## config.mk

```make
export PLATFORM = sky130hd
export DESIGN_NAME = multicycle_controller
export DESIGN_NICKNAME = d
export VERILOG_FILES = /design/src/rtl/multicycle_controller.sv
export SDC_FILE = /design/constraint.sdc
export NUM_CORES = 1
export LEC_CHECK = 0
export BUFFER_PORTS_ARGS = -buffer_cell sky130_fd_sc_hd__buf_2
export CORE_AREA = 8 8 45 47
export DETAILED_ROUTE_END_ITERATION = 16
export DIE_AREA = 0 0 53 55
export GPL_TIMING_DRIVEN = 0
export PLACE_DENSITY = 0.68
export SYNTH_ARGS = -nofsm -noshare
export SYNTH_HDL_FRONTEND = slang
export SYNTH_SLANG_ARGS = --single-unit
```

## constraint.sdc

```tcl
create_clock -name clk -period 2.2 [get_ports clk]
set_input_delay 0.44 -clock clk [delete_from_list [all_inputs] [get_ports clk]]
set_output_delay 0.44 -clock clk [all_outputs]
set_load 0.05 [all_outputs]
```

## src/rtl/multicycle_controller.sv

```systemverilog
// multicycle_controller
//   FSM sequencer for the shared multicycle RV32I datapath (R-type, I-type ALU,
//   LW, SW, BEQ). Walks each instruction through fetch, decode, execute,
//   memory and write-back steps. Memory steps stall until mem_ready.
//
// Ports
//   clk            rising-edge clock
//   rst            asynchronous active-high reset; forces FETCH and all outputs 0
//   opcode[6:0]    instruction register opcode field (valid from DECODE onward)
//   mem_ready      memory finishes the current read/write this cycle
//   pc_write       unconditional PC load
//   pc_write_cond  PC load qualified by the datapath zero flag
//   pc_source      0 = ALU result, 1 = ALUOut register
//   iord           memory address select: 0 = PC, 1 = ALUOut
//   mem_read       memory read strobe
//   mem_write      memory write strobe
//   ir_write       load IR and old-PC register
//   mem_to_reg     write-back source: 0 = ALUOut, 1 = MDR
//   reg_write      register file write enable
//   alu_src_a[1:0] 00 = PC, 01 = old PC, 10 = rs1
//   alu_src_b[1:0] 00 = rs2, 01 = constant 4, 10 = immediate
//   alu_op[1:0]    00 = add, 01 = subtract, 10 = funct-decoded
//   instr_done     one-cycle pulse in the final cycle of each instruction
//   illegal        (ILLEGAL_TRAP_EN only) held high in HALT until reset
//
// Configuration macro
//   ILLEGAL_TRAP_EN  defined: unknown opcode in DECODE traps to HALT.
//                    undefined: unknown opcode retires as a 2-cycle NOP.

module multicycle_controller (
  input  logic       clk,
  input  logic       rst,
  input  logic [6:0] opcode,
  input  logic       mem_ready,
  output logic       pc_write,
  output logic       pc_write_cond,
  output logic       pc_source,
  output logic       iord,
  output logic       mem_read,
  output logic       mem_write,
  output logic       ir_write,
  output logic       mem_to_reg,
  output logic       reg_write,
  output logic [1:0] alu_src_a,
  output logic [1:0] alu_src_b,
  output logic [1:0] alu_op,
  output logic       instr_done
`ifdef ILLEGAL_TRAP_EN
  ,
  output logic       illegal
`endif
);

  localparam logic [6:0] OP_LOAD   = 7'b0000011;
  localparam logic [6:0] OP_STORE  = 7'b0100011;
  localparam logic [6:0] OP_RTYPE  = 7'b0110011;
  localparam logic [6:0] OP_ITYPE  = 7'b0010011;
  localparam logic [6:0] OP_BRANCH = 7'b1100011;

  typedef enum logic [3:0] {
    S_FETCH,
    S_DECODE,
    S_MEM_ADDR,
    S_MEM_RD,
    S_MEM_WB,
    S_MEM_WR,
    S_EXEC_R,
    S_EXEC_I,
    S_ALU_WB,
    S_BRANCH,
    S_HALT
  } state_e;

  state_e state_q, state_d;
  logic   op_known;

  assign op_known = (opcode == OP_LOAD)  || (opcode == OP_STORE) ||
                    (opcode == OP_RTYPE) || (opcode == OP_ITYPE) ||
                    (opcode == OP_BRANCH);

  always_comb begin
    state_d = state_q;
    case (state_q)
      S_FETCH:    if (mem_ready) state_d = S_DECODE;
      S_DECODE: begin
        case (opcode)
          OP_LOAD, OP_STORE: state_d = S_MEM_ADDR;
          OP_RTYPE:          state_d = S_EXEC_R;
          OP_ITYPE:          state_d = S_EXEC_I;
          OP_BRANCH:         state_d = S_BRANCH;
`ifdef ILLEGAL_TRAP_EN
          default:           state_d = S_HALT;
`else
          default:           state_d = S_FETCH;
`endif
        endcase
      end
      S_MEM_ADDR: state_d = (opcode == OP_LOAD) ? S_MEM_RD : S_MEM_WR;
      S_MEM_RD:   if (mem_ready) state_d = S_MEM_WB;
      S_MEM_WB:   state_d = S_FETCH;
      S_MEM_WR:   if (mem_ready) state_d = S_FETCH;
      S_EXEC_R:   state_d = S_ALU_WB;
      S_EXEC_I:   state_d = S_ALU_WB;
      S_ALU_WB:   state_d = S_FETCH;
      S_BRANCH:   state_d = S_FETCH;
`ifdef ILLEGAL_TRAP_EN
      S_HALT:     state_d = S_HALT;
`endif
      default:    state_d = S_FETCH;
    endcase
  end

  always_ff @(posedge clk or posedge rst) begin
    if (rst) state_q <= S_FETCH;
    else     state_q <= state_d;
  end

  // Outputs decode combinationally from state because several of them must
  // follow mem_ready within the same cycle; rst gates everything to 0 so an
  // abort takes effect before the next edge.
  always_comb begin
    pc_write      = 1'b0;
    pc_write_cond = 1'b0;
    pc_source     = 1'b0;
    iord          = 1'b0;
    mem_read      = 1'b0;
    mem_write     = 1'b0;
    ir_write      = 1'b0;
    mem_to_reg    = 1'b0;
    reg_write     = 1'b0;
    alu_src_a     = 2'b00;
    alu_src_b     = 2'b00;
    alu_op        = 2'b00;
    instr_done    = 1'b0;
`ifdef ILLEGAL_TRAP_EN
    illegal       = 1'b0;
`endif
    if (!rst) begin
      case (state_q)
        S_FETCH: begin
          mem_read  = 1'b1;
          alu_src_b = 2'b01;
          ir_write  = mem_ready;
          pc_write  = mem_ready;
        end
        S_DECODE: begin
          alu_src_a = 2'b01;
          alu_src_b = 2'b10;
`ifndef ILLEGAL_TRAP_EN
          instr_done = ~op_known;
`endif
        end
        S_MEM_ADDR: begin
          alu_src_a = 2'b10;
          alu_src_b = 2'b10;
        end
        S_MEM_RD: begin
          mem_read = 1'b1;
          iord     = 1'b1;
        end
        S_MEM_WB: begin
          reg_write  = 1'b1;
          mem_to_reg = 1'b1;
          instr_done = 1'b1;
        end
        S_MEM_WR: begin
          mem_write  = 1'b1;
          iord       = 1'b1;
          instr_done = mem_ready;
        end
        S_EXEC_R: begin
          alu_src_a = 2'b10;
          alu_op    = 2'b10;
        end
        S_EXEC_I: begin
          alu_src_a = 2'b10;
          alu_src_b = 2'b10;
          alu_op    = 2'b10;
        end
        S_ALU_WB: begin
          reg_write  = 1'b1;
          instr_done = 1'b1;
        end
        S_BRANCH: begin
          alu_src_a     = 2'b10;
          alu_op        = 2'b01;
          pc_write_cond = 1'b1;
          pc_source     = 1'b1;
          instr_done    = 1'b1;
        end
`ifdef ILLEGAL_TRAP_EN
        S_HALT: illegal = 1'b1;
`endif
        default: ;
      endcase
    end
  end

`ifdef ILLEGAL_TRAP_EN
  // op_known only matters for the NOP path.
  logic unused_op_known;
  assign unused_op_known = op_known;
`endif

endmodule

```

# Word level (Yosys, flattened, before mapping)
# Cells that the tools add are included.
[totals]
in_bits = 10
output_inout_bits = 16
reg_bits = 4
wordCells = 61
[classes]
reduce_logical = 14
n_mux = 28
bitwise = 1
eq_ne = 17
[op_table]
columns = ["cell", "n"]
rows = [
  ["$pmux W4 S6", 1],
  ["$eq A4 B3 Y1 const B", 4],
  ["$pmux W4 S4", 1],
  ["$mux W1", 15],
  ["$eq A7 B6 Y1 const B", 2],
  ["$mux W4", 3],
  ["$pmux W2 S2", 3],
  ["$reduce_or A2 Y1", 5],
  ["$eq A4 B2 Y1 const B", 2],
  ["$eq A4 B4 Y1 const B", 2],
  ["$eq A7 B2 Y1 const B", 1],
  ["$eq A7 B5 Y1 const B", 1],
  ["$eq A7 B7 Y1 const B", 1],
  ["$mux W2", 3],
  ["$ne A2 B2 Y1 const B", 3],
  ["$reduce_or A3 Y1", 2],
  ["$eq A4 B1 Y1 const B", 1],
  ["$logic_not A4 Y1", 1],
  ["$logic_or A1 B1 Y1", 4],
  ["$reduce_or A4 Y1", 1],
  ["$mux W3", 1],
  ["$pmux W1 S3", 1],
  ["$reduce_and A3 Y1", 1],
  ["$not A1 Y1", 1],
]

# Longest topological paths before layout
# Gate-level depths: netlist (run 1).
[logic_depth]
ltp_word = 8
mapped_depth = 6
mapped_depth_nobuf = 4

# Least setup slack after synthesis (run 1)
# Ideal clock, no wire load.
[synth_path]
path_type = "input to output"
startpoint = "in rst"
endpoint = "out pc_write"
required_time_ps = 1760
stages = 5
n_path_buf = 1
t_arrival_ps = 3134
slack_ps = -1374
path_cell_list = "inv_1 nand2_1 nor4_1 and2_1 buf_4"
[synth_between]
elab_chain_len = 1
[synth_rtl]
columns = ["item", "line", "source"]
rows = [
  ["start: declaration", "32", "input logic rst,"],
  ["$mux W1", "--", ""],
  ["end: declaration", "35", "output logic pc_write,"],
]
# No other way between the ends.

# Worst setup path after layout (run 1)
[layout_path]
startpoint = "reg state_q[1]"
endpoint = "out pc_write_cond"
[layout_between]
elab_chain_len = 3
[layout_rtl]
columns = ["item", "line", "source"]
rows = [
  ["start: declaration", "74", "state_e state_q, state_d;"],
  ["start signal: assignment", "115", "else state_q <= state_d;"],
  ["$eq A4 B4 Y1", "139", "case (state_q)"],
  ["$mux W1", "139", ""],
  ["$mux W1", "138", "if (!rst) begin"],
  ["end: declaration", "36", "output logic pc_write_cond,"],
]
# No other way between the ends.

==> flow_summary.json, run 1 <==
{
  "cts_buffer_depth": 2,
  "globalplace.congestion": 0.8518,
  "multi_input_area_um2": 411.6,
  "grt_pass1_wl_um": 2711,
  "hold_class": "primary input to asynchronous set/reset pin",
  "arrival_ns": 1.68,
  "top_layer": "met4",
  "worst_ep_required_time_ns": 1.76,
  "synth_area_leader_cell": "dfrtp_1",
  "ir_drop_uv": 475.6,
  "biggestRegsByFlops": "state_q x4",
  "first_pass_iters": 4,
  "final_common_cell": "buf_2",
  "cp_cell_sequence": "or3_1, nor2_4, buf_4, buf_2",
  "die_height_um": 55,
  "slew_headroom": 0.8256,
  "drv_slew": 0,
  "cts_made_buffers": 3,
  "seq_area_frac_synth": 0.1905,
  "power_density_mw_per_mm2": 1318,
  "fillerInstances": 143,
  "io_buffers": 25,
  "p_int_mw": 0.3831,
  "clk_latency_ns": 0.24,
  "worst_setup_path_end_kind": "output pin",
  "grt_pass1_vias": 646,
  "largest_reg_flops": 4,
  "wl_met1_um": 698,
  "crit_slowest_cell": "dfrtp_2",
  "start_util": 0.3797,
  "path_delay_family": "simple AND/OR/NAND/NOR gates",
  "drt_iter0_drc": 17,
  "min_period_ns": 2.119,
  "fmax_mhz": 471.9,
  "finClkSkew_ns": 0.003519,
  "ff2ff_setup_slack_ns": 0.75,
  "syn_nets": 83,
  "postCtsSetupBuffers": 0,
  "die_w_um": 53,
  "track_usage": 0.1177,
  "startpoint_type": "flip-flop",
  "holdBufCountCts": 0,
  "place_area_um2": 713.2,
  "ys_types": 33,
  "clockPowerShare": 0.097,
  "path_clk_slew_ns": 0.04,
  "yosys_warnings": 0,
  "place_hpwl_um": 1294,
  "num_antenna_cells": 0,
  "critPathMaxStageDelay_ns": 0.48,
  "power_mw": 0.9700,
  "finalHoldViolCount": 0,
  "syn_inst": 73,
  "max-cap-violations": 0,
  "antenna_found_initial": 0,
  "tightestPinTransition_ns": 0.2608,
  "yosysTopAreaCellShare": 0.1905,
  "ctsRootBufferMaster": "clkbuf_4",
  "regArea_um2": 102.6,
  "syn-mean-instance-area_um2": 7.199,
  "drc": 0,
  "synth-seq-cells": 4,
  "design.die.area_mm2": 0.002915,
  "switchingPower_mw": 0.5869,
  "num_io_pins": 26,
  "seqPwrFrac": 0.166,
  "final_cell_mix": "26 x buf_2, 8 x nor2_1, 6 x a21oi_1",
  "area_growth_pct": 40.00,
  "drt-total-wl_um": 1649,
  "switching_share": 0.6051,
  "cp_max_fo": 11,
  "crit_type": "flip-flop to output pin",
  "cts.sinks": 4,
  "num_rows": 14,
  "via_per_inst": 5.565,
  "synth_area_um2": 525.5,
  "core_area_mm2": 0.001384,
  "status": "finished clean",
  "rsz0062_at_grt": "no",
  "routedWlPerCell_um": 14.34,
  "vias": 640,
  "fin_crit_sh": 0.9633,
  "fin_nets": 111,
  "fin_area_um2": 735.7,
  "comb_power_share": 0.737,
  "grt-ovfl-total": 0,
  "final_antenna_net_count": 0,
  "wl_met2_um": 754,
  "grt_max_degree": 12,
  "cts-htree-levels": 1,
  "tritoncts": "done",
  "synth_area_leaders": "dfrtp_1 19%, nor2_1 6.4%, a21oi_1 5.7%",
  "power_leakage_nw": 0.3393,
  "drive_gt1_frac": 0.4646,
  "setup_viol": 0,
  "wl_met3_um": 176,
  "cp_num_buf_inv": 2,
  "top_register": "state_q"
}
==> routing by layer <==
layer | global-route usage | vias up
met5 | 0 | -
met4 | 0.03879 | 0
met3 | 0.03743 | 2
met2 | 0.2148 | 25
met1 | 0.1254 | 300
li1 | - | 313
==> final timing paths <==
check,endpoint,from,cells past startpoint
hold reg to reg,state_q[0],state_q[3],1
setup reg to reg,state_q[2],state_q[0],3
hold / removal,state_q[1],rst,2
max in group asynchronous,state_q[3],rst,2
min in group clk,state_q[0],state_q[3],1
setup / recovery,pc_write_cond,state_q[1],4
==> cell usage after synthesis <==
cell and instances:
o211ai_2 1, nor4_1 2, o21bai_1 1, nand2_1 5
o21ai_0 3, inv_1 3, nand2b_1 3, inv_2 1
nor3b_1 1, nand4bb_4 1, o22a_1 1, nor3_1 4
xnor2_1 3, and3_1 1, nor2_1 9, o211ai_1 1
nand4bb_1 1, o211a_1 1, buf_2 3, clkbuf_1 2
or4_4 1, o32ai_1 1, buf_4 2, a22o_1 1
dfrtp_1 4, or3_1 2, and2_1 1, nand3_1 2
nand4_1 1, a21oi_1 6, or4_1 1, a211oi_1 2
nor2b_1 2
==> power groups by stage <==
stage          sequential (mW)  combinational (mW)  clock, mW
5_1_grt                  0.165               0.772     0.0991
3_3_place_gp             0.134               0.738          0
2_1_floorplan            0.126               0.594          0
6_report                 0.161               0.715     0.0937
3_5_place_dp             0.133               0.741          0
4_1_cts                  0.158               0.716     0.0941
==> timing repair <==
item / 4_1_cts / 5_1_grt
endpoints found under the setup margin: 6 / 4
cloned: 0 / 0
resized for setup: 1 / 3
==> final cells by class <==
cell class	count	share of cell area
Clock buffer	3	0.03061
Multi-Input combinational cell	58	0.5595
Buffer	5	0.04082
Inverter	4	0.02551
Timing Repair Buffer	25	0.1769
Sequential cell	4	0.1395
Tap cell	16	0.02721
==> per-stage QoR <==
stage          setup TNS (ns)  setup slack, ns  utilization  std cells  hold slack [ns]
3_5_place_dp                0           0.1250       0.5154        114           0.3871
6_report                    0          0.08072       0.5316        115           0.1357
4_1_cts                     0         0.007127       0.5307        116           0.1348
5_1_grt                     0         0.001101       0.5316        115           0.1478
2_1_floorplan         -0.5492          -0.2524            -         73           0.2068
3_3_place_gp                0           0.1349       0.5154        114           0.3842
==> worst register-to-register path, stage by stage (launching register included) <==
cell and delay [ns]:
dfrtp_1 0.45, or4_1 0.54, a211oi_1 0.25, nor3_1 0.08
==> logic make-up after synthesis <==
kind of cell	Yosys count	share of synthesized area
simple gates	37	0.4238
compound gates	18	0.2357
buf+inv	11	0.09998
flops	4	0.1905
xor+xnor	3	0.05001
No activity file was read; power rests on OpenSTA's default activity.
==> run 2: changes to the inputs <==
--- a/config.mk
+++ b/config.mk
@@ -5,12 +5,13 @@
 export SDC_FILE = /design/constraint.sdc
 export NUM_CORES = 1
 export LEC_CHECK = 0
-export BUFFER_PORTS_ARGS = -buffer_cell sky130_fd_sc_hd__buf_2
 export CORE_AREA = 8 8 45 47
 export DETAILED_ROUTE_END_ITERATION = 16
 export DIE_AREA = 0 0 53 55
+export DONT_BUFFER_PORTS = 1
 export GPL_TIMING_DRIVEN = 0
-export PLACE_DENSITY = 0.68
+export PLACE_DENSITY = 0.52
+export RECOVER_POWER = 25
 export SYNTH_ARGS = -nofsm -noshare
 export SYNTH_HDL_FRONTEND = slang
 export SYNTH_SLANG_ARGS = --single-unit
==> constraint.sdc (replaced) <==
create_clock -name clk -period 2.2 [get_ports clk]
set_input_delay 0.11 -clock clk [delete_from_list [all_inputs] [get_ports clk]]
set_output_delay 0.11 -clock clk [all_outputs]
set_load 0.05 [all_outputs]
==> run 2 against run 1 <==
Net effect:
- the run now ends with setup timing left
- total power shrank 3.3%
- critical path depth grew 1
- routed wire length is 8.1% lower
- register-to-register slack worse by 0.03 ns
- clock skew is 0.0032 ns lower
- clock-buffer cell count is the same
- sequential power is essentially flat
- clock power shrank 3.8%
- design area decreased by 7.7%
- core utilization down 4.1 points
- critical path type unchanged
==> flow_summary.json, run 2 (synthesis gave the netlist of run 1 again) <==
{
  "num_io_pins": 26,
  "tightestPinTransition_ns": 0.9425,
  "drc": 0,
  "die_w_um": 53,
  "num_antenna_cells": 0,
  "core_area_mm2": 0.001384,
  "worstSetupEndpoint": "pc_write",
  "power_leakage_nw": 0.2568,
  "regArea_um2": 101.3,
  "first_pass_iters": 4,
  "path_clk_slew_ns": 0.04,
  "power_density_mw_per_mm2": 1380,
  "hold_class": "primary input to flip-flop",
  "worst_ep_required_time_ns": 2.09,
  "fmax_mhz": 453.0,
  "rsz0062_at_grt": "yes",
  "reg2reg_from": "state_q[0]",
  "top_register": "state_q",
  "drive_gt1_frac": 0.3291,
  "setup_slack_ns": -0.007736,
  "cts_made_buffers": 3,
  "finClkSkew_ns": 0.0003119,
  "io_buffers": 0,
  "drv_slew": 0,
  "grt_pass1_vias": 519,
  "finalHoldViolCount": 0,
  "cp_max_fo": 4,
  "startpoint": "state_q[3]",
  "num_rows": 14,
  "biggestRegsByFlops": "state_q x4",
  "via_per_inst": 6.000,
  "track_usage": 0.09907,
  "ir_drop_uv": 417.7,
  "crit_type": "flip-flop to output pin",
  "rr_worst_depth": 3,
  "globalplace.congestion": 0.8263,
  "fin_crit_sh": 1.004,
  "ctsRootBufferMaster": "clkbuf_4",
  "met3_usage": 0.02139,
  "cts.sinks": 4,
  "slew_headroom": 0.3732,
  "fin_nets": 91,
  "antenna_found_initial": 0,
  "ff2ff_setup_slack_ns": 0.72,
  "top_usage_layer": "met2",
  "final_cell_mix": "8 x nor2_1, 5 x buf_4, 4 x nand2_1, 4 x a21oi_1",
  "drt-total-wl_um": 1516,
  "use_met2": 0.1797,
  "status": "complete, but fails checks",
  "reg2reg_to": "state_q[2]",
  "fillerInstances": 150,
  "setup_viol": 1,
  "start_util": 0.3797,
  "cts_buffer_depth": 2,
  "grt-ovfl-total": 0,
  "drt_iter0_drc": 13,
  "worst_setup_path_end_kind": "output pin",
  "setup-tns-final_ns": -0.007736,
  "area_growth_pct": 29.29,
  "vias": 570,
  "tritoncts": "done",
  "final_antenna_net_count": 0,
  "place_area_um2": 581.8,
  "multi_input_area_um2": 440.4,
  "grt_pass1_wl_um": 2311,
  "met1_usage": 0.1145,
  "place_hpwl_um": 1159,
  "arrival_ns": 2.10,
  "largest_reg_flops": 4,
  "final_common_cell": "nor2_1",
  "clk_latency_ns": 0.23,
  "place_ws_ns": -0.2064,
  "cts-htree-levels": 1,
  "routedWlPerCell_um": 15.96,
  "startpoint_type": "flip-flop",
  "utilization": 0.4910,
  "grt_max_degree": 11,
  "failed_checks": "setup timing",
  "max-cap-violations": 0,
  "fin_area_um2": 679.4,
  "min_period_ns": 2.208,
  "design.die.area_mm2": 0.002915,
  "die_height_um": 55
}
[run 2: cell types whose count changed in the layout (fill, tap and decap cells not counted), moves of 2 or more]
cell,previous run,this run
buf_4,3,5
a21oi_2,0,2
buf_2,26,3
a21oi_1,6,4
[run 2: cell type report]
cell class	instances	share of cell area
timing repair buffer	5	0.05893
tap	16	0.02947
sequential	4	0.1492
multi-input combinational	58	0.6482
inverter	4	0.02578
buffer	5	0.05525
clock buffer	3	0.03315
[run 2: worst min-delay path by stage]
| stage | from | to | slack [ns] | depth (start not counted) |
|---|---|---|---|---|
| global route | opcode[6] | state_q[1] | 0.14 | 2 |
| finish | opcode[4] | state_q[3] | 0.13 | 3 |
| CTS | opcode[4] | state_q[3] | 0.14 | 3 |
| detailed placement | rst | state_q[3] | -0.08 | 1 |
| floorplan | rst | state_q[0] | -0.10 | 1 |
| global placement | rst | state_q[0] | -0.07 | 1 |
[run 2: power by group]
group / switching [mW] / total [mW] / leakage [nW] / internal, mW
combinational: 0.493 / 0.686 / 0.191 / 0.193
clock: 0.0291 / 0.0901 / 0.0138 / 0.0610
sequential: 0.0630 / 0.162 / 0.0518 / 0.0986
[run 2: layer usage]
layer  vias to the layer above  part of all wire
met5                         -                 0
met4                         0            0.0099
met3                         2              0.11
met2                        25              0.46
met1                       270              0.42
li1                        273                 -
[run 2: metrics by stage]
stage	std cells	hold slack, ns	power, mW
detailed placement	90	-0.08069	0.8060
finish	95	0.1335	0.9375
global route	95	0.1445	0.9879
global placement	89	-0.07422	0.7917
floorplan	73	-0.1020	0.7061
CTS	93	0.1389	0.9378
[run 2: repair_timing]
item	4_1_cts	5_1_grt
gates resized for setup	14	1
hold buffers	1	0
buffers inserted	0	3
pin swaps	2	2
endpoints found under the hold margin	4	0
endpoints found under the setup margin	7	3
cloned	0	0
[run 2: worst max-delay path: stages (launching register included)]
cell	delay, ns
dfrtp_2	0.44
inv_4	0.09
nand2_4	0.07
nor4_4	0.72
and2_4	0.38
buf_8	0.17
==> run 3: changes to the inputs <==
--- a/config.mk
+++ b/config.mk
@@ -10,8 +10,10 @@
 export DIE_AREA = 0 0 53 55
 export DONT_BUFFER_PORTS = 1
 export GPL_TIMING_DRIVEN = 0
+export MAX_ROUTING_LAYER = met4
 export PLACE_DENSITY = 0.52
 export RECOVER_POWER = 25
+export SLEW_MARGIN = 20
 export SYNTH_ARGS = -nofsm -noshare
 export SYNTH_HDL_FRONTEND = slang
 export SYNTH_SLANG_ARGS = --single-unit
==> run 3 against run 2 <==
Net effect:
- fmax grew 3.8%
- first-iteration DRC count shrank 7.7%
- largest cell class unchanged
- register-to-register slack gained 0.04 ns
- sequential power is essentially flat
- the flow now finishes without violations
- design area shrank 3.1%
- non-clock buffer count shrank 4
- routed wire length shrank 1.4%
==> flow_summary.json, run 3 (synthesis gave the netlist of run 1 again) <==
{
  "switching_share": 0.6266,
  "finClkSkew_ns": 0.004514,
  "worst_setup_path_end_kind": "output pin",
  "first_pass_iters": 4,
  "final_common_cell": "nor2_1",
  "clk_latency_ns": 0.24,
  "ff2ff_setup_slack_ns": 0.76,
  "grt_max_degree": 11,
  "max-cap-violations": 0,
  "comb_power_share": 0.728,
  "drc": 0,
  "p_int_mw": 0.3490,
  "die_height_um": 55,
  "fin_crit_sh": 0.9668,
  "cts_buffer_depth": 2,
  "die_w_um": 53,
  "area_growth_pct": 25.24,
  "top_register": "state_q",
  "ir_drop_uv": 414.6,
  "utilization": 0.4756,
  "worst_ep_required_time_ns": 2.09,
  "final_antenna_net_count": 0,
  "ctsRootBufferMaster": "clkbuf_4",
  "switchingPower_mw": 0.5858,
  "hold_class": "primary input to flip-flop",
  "status": "finished clean",
  "finalHoldViolCount": 0,
  "seqPwrFrac": 0.173,
  "cts-htree-levels": 1,
  "drt_iter0_drc": 12,
  "globalplace.congestion": 0.8388,
  "worst_hold_slack_ns": 0.1325,
  "fin_nets": 87,
  "track_usage": 0.1093,
  "routedWlPerCell_um": 16.43,
  "critPathMaxStageDelay_ns": 0.58,
  "cp_cell_sequence": "inv_4, nand2_4, nor4_4, and2_4, buf_8",
  "drive_gt1_frac": 0.3333,
  "fin_area_um2": 658.1,
  "setup_slack_ns": 0.07299,
  "clockPowerShare": 0.099,
  "place_hpwl_um": 1155,
  "cts_made_buffers": 3,
  "setup-tns-final_ns": 0,
  "core_area_mm2": 0.001384,
  "setup_viol": 0,
  "crit_type": "flip-flop to output pin",
  "grt_pass1_vias": 549,
  "min_period_ns": 2.127,
  "layout.cells.non_filler": 91,
  "biggestRegsByFlops": "state_q x4",
  "slew_headroom": 0.3744,
  "power_mw": 0.9348,
  "tightestPinTransition_ns": 0.9408,
  "drv_slew": 0,
  "tritoncts": "done",
  "start_util": 0.3797,
  "arrival_ns": 2.02,
  "startpoint_type": "flip-flop",
  "num_rows": 14,
  "fmax_mhz": 470.1,
  "path_clk_slew_ns": 0.04,
  "design.die.area_mm2": 0.002915,
  "io_buffers": 0,
  "num_antenna_cells": 0,
  "antenna_found_initial": 0,
  "place_area_um2": 593.1,
  "power_density_mw_per_mm2": 1420,
  "cts.sinks": 4,
  "num_io_pins": 26,
  "dpl.cell_count": 89,
  "crit_slowest_cell": "nor4_4",
  "rsz0062_at_grt": "no",
  "largest_reg_flops": 4,
  "place_ws_ns": -0.2231,
  "power_leakage_nw": 0.2370,
  "postCtsSetupBuffers": 0,
  "grt_pass1_wl_um": 2401,
  "via_per_inst": 6.099,
  "cp_max_fo": 7,
  "final_cell_mix": "7 x nor2_1, 4 x nand2_1, 4 x a21oi_1",
  "drt-total-wl_um": 1495,
  "vias": 555,
  "grt-ovfl-total": 0
}
## run 3: cell count changes in the layout (fill, tap and decap cells not counted)
cell     delta
dfrtp_2     +1
nor3_1      -1
buf_4       -4
nor2_1      -1
nor3_2      +1
dfrtp_1     -1
nor2_2      +1
## run 3: final timing paths
path,startpoint,cells past startpoint,endpoint
worst min register to register,state_q[3],1,state_q[3]
min in group asynchronous,rst,2,state_q[3]
worst max register to register,state_q[0],3,state_q[2]
worst max-delay path,state_q[3],5,pc_write
max in group asynchronous,rst,2,state_q[1]
worst min-delay path,opcode[4],3,state_q[3]
## run 3: repair_timing
item | 4_1_cts | 5_1_grt
gates resized for setup | 12 | 3
hold buffers | 1 | 0
setup endpoints to repair | 7 | 3
pin swaps | 2 | 2
endpoints found under the hold margin | 4 | 0
## run 3: cell type report
class	count	area [um2]
fill	137	725.7
multi-input combinational	58	447.9
sequential	4	102.6
buffer	5	37.54
clock buffer	3	22.52
tap	16	20.02
inverter	4	17.52
timing repair buffer	1	10.01
## run 3: power groups by stage
| stage | Clock (mW) | Sequential, mW | Combinational, mW |
|---|---|---|---|
| 2_1_floorplan | 0 | 0.126 | 0.580 |
| 3_3_place_gp | 0 | 0.136 | 0.655 |
| 3_5_place_dp | 0 | 0.136 | 0.685 |
| 4_1_cts | 0.0924 | 0.138 | 0.709 |
| 5_1_grt | 0.0969 | 0.172 | 0.723 |
| 6_report | 0.0925 | 0.162 | 0.680 |
## run 3: critical path, delay by kind of cell (launching register included)
family | cells | cell delay (ns)
flops | 1 | 0.46
simple gates | 3 | 1.04
buf+inv | 2 | 0.27
## run 3: layer usage
metal / wire (um) / global-route usage / share of wire / vias to the layer above
met5: 0 / - / 0 / -
met4: 10 / 0.03879 / 0.0067 / 0
met3: 148 / 0.03476 / 0.099 / 2
met2: 702 / 0.1816 / 0.47 / 23
met1: 634 / 0.1202 / 0.42 / 263
li1: - / - / - / 267
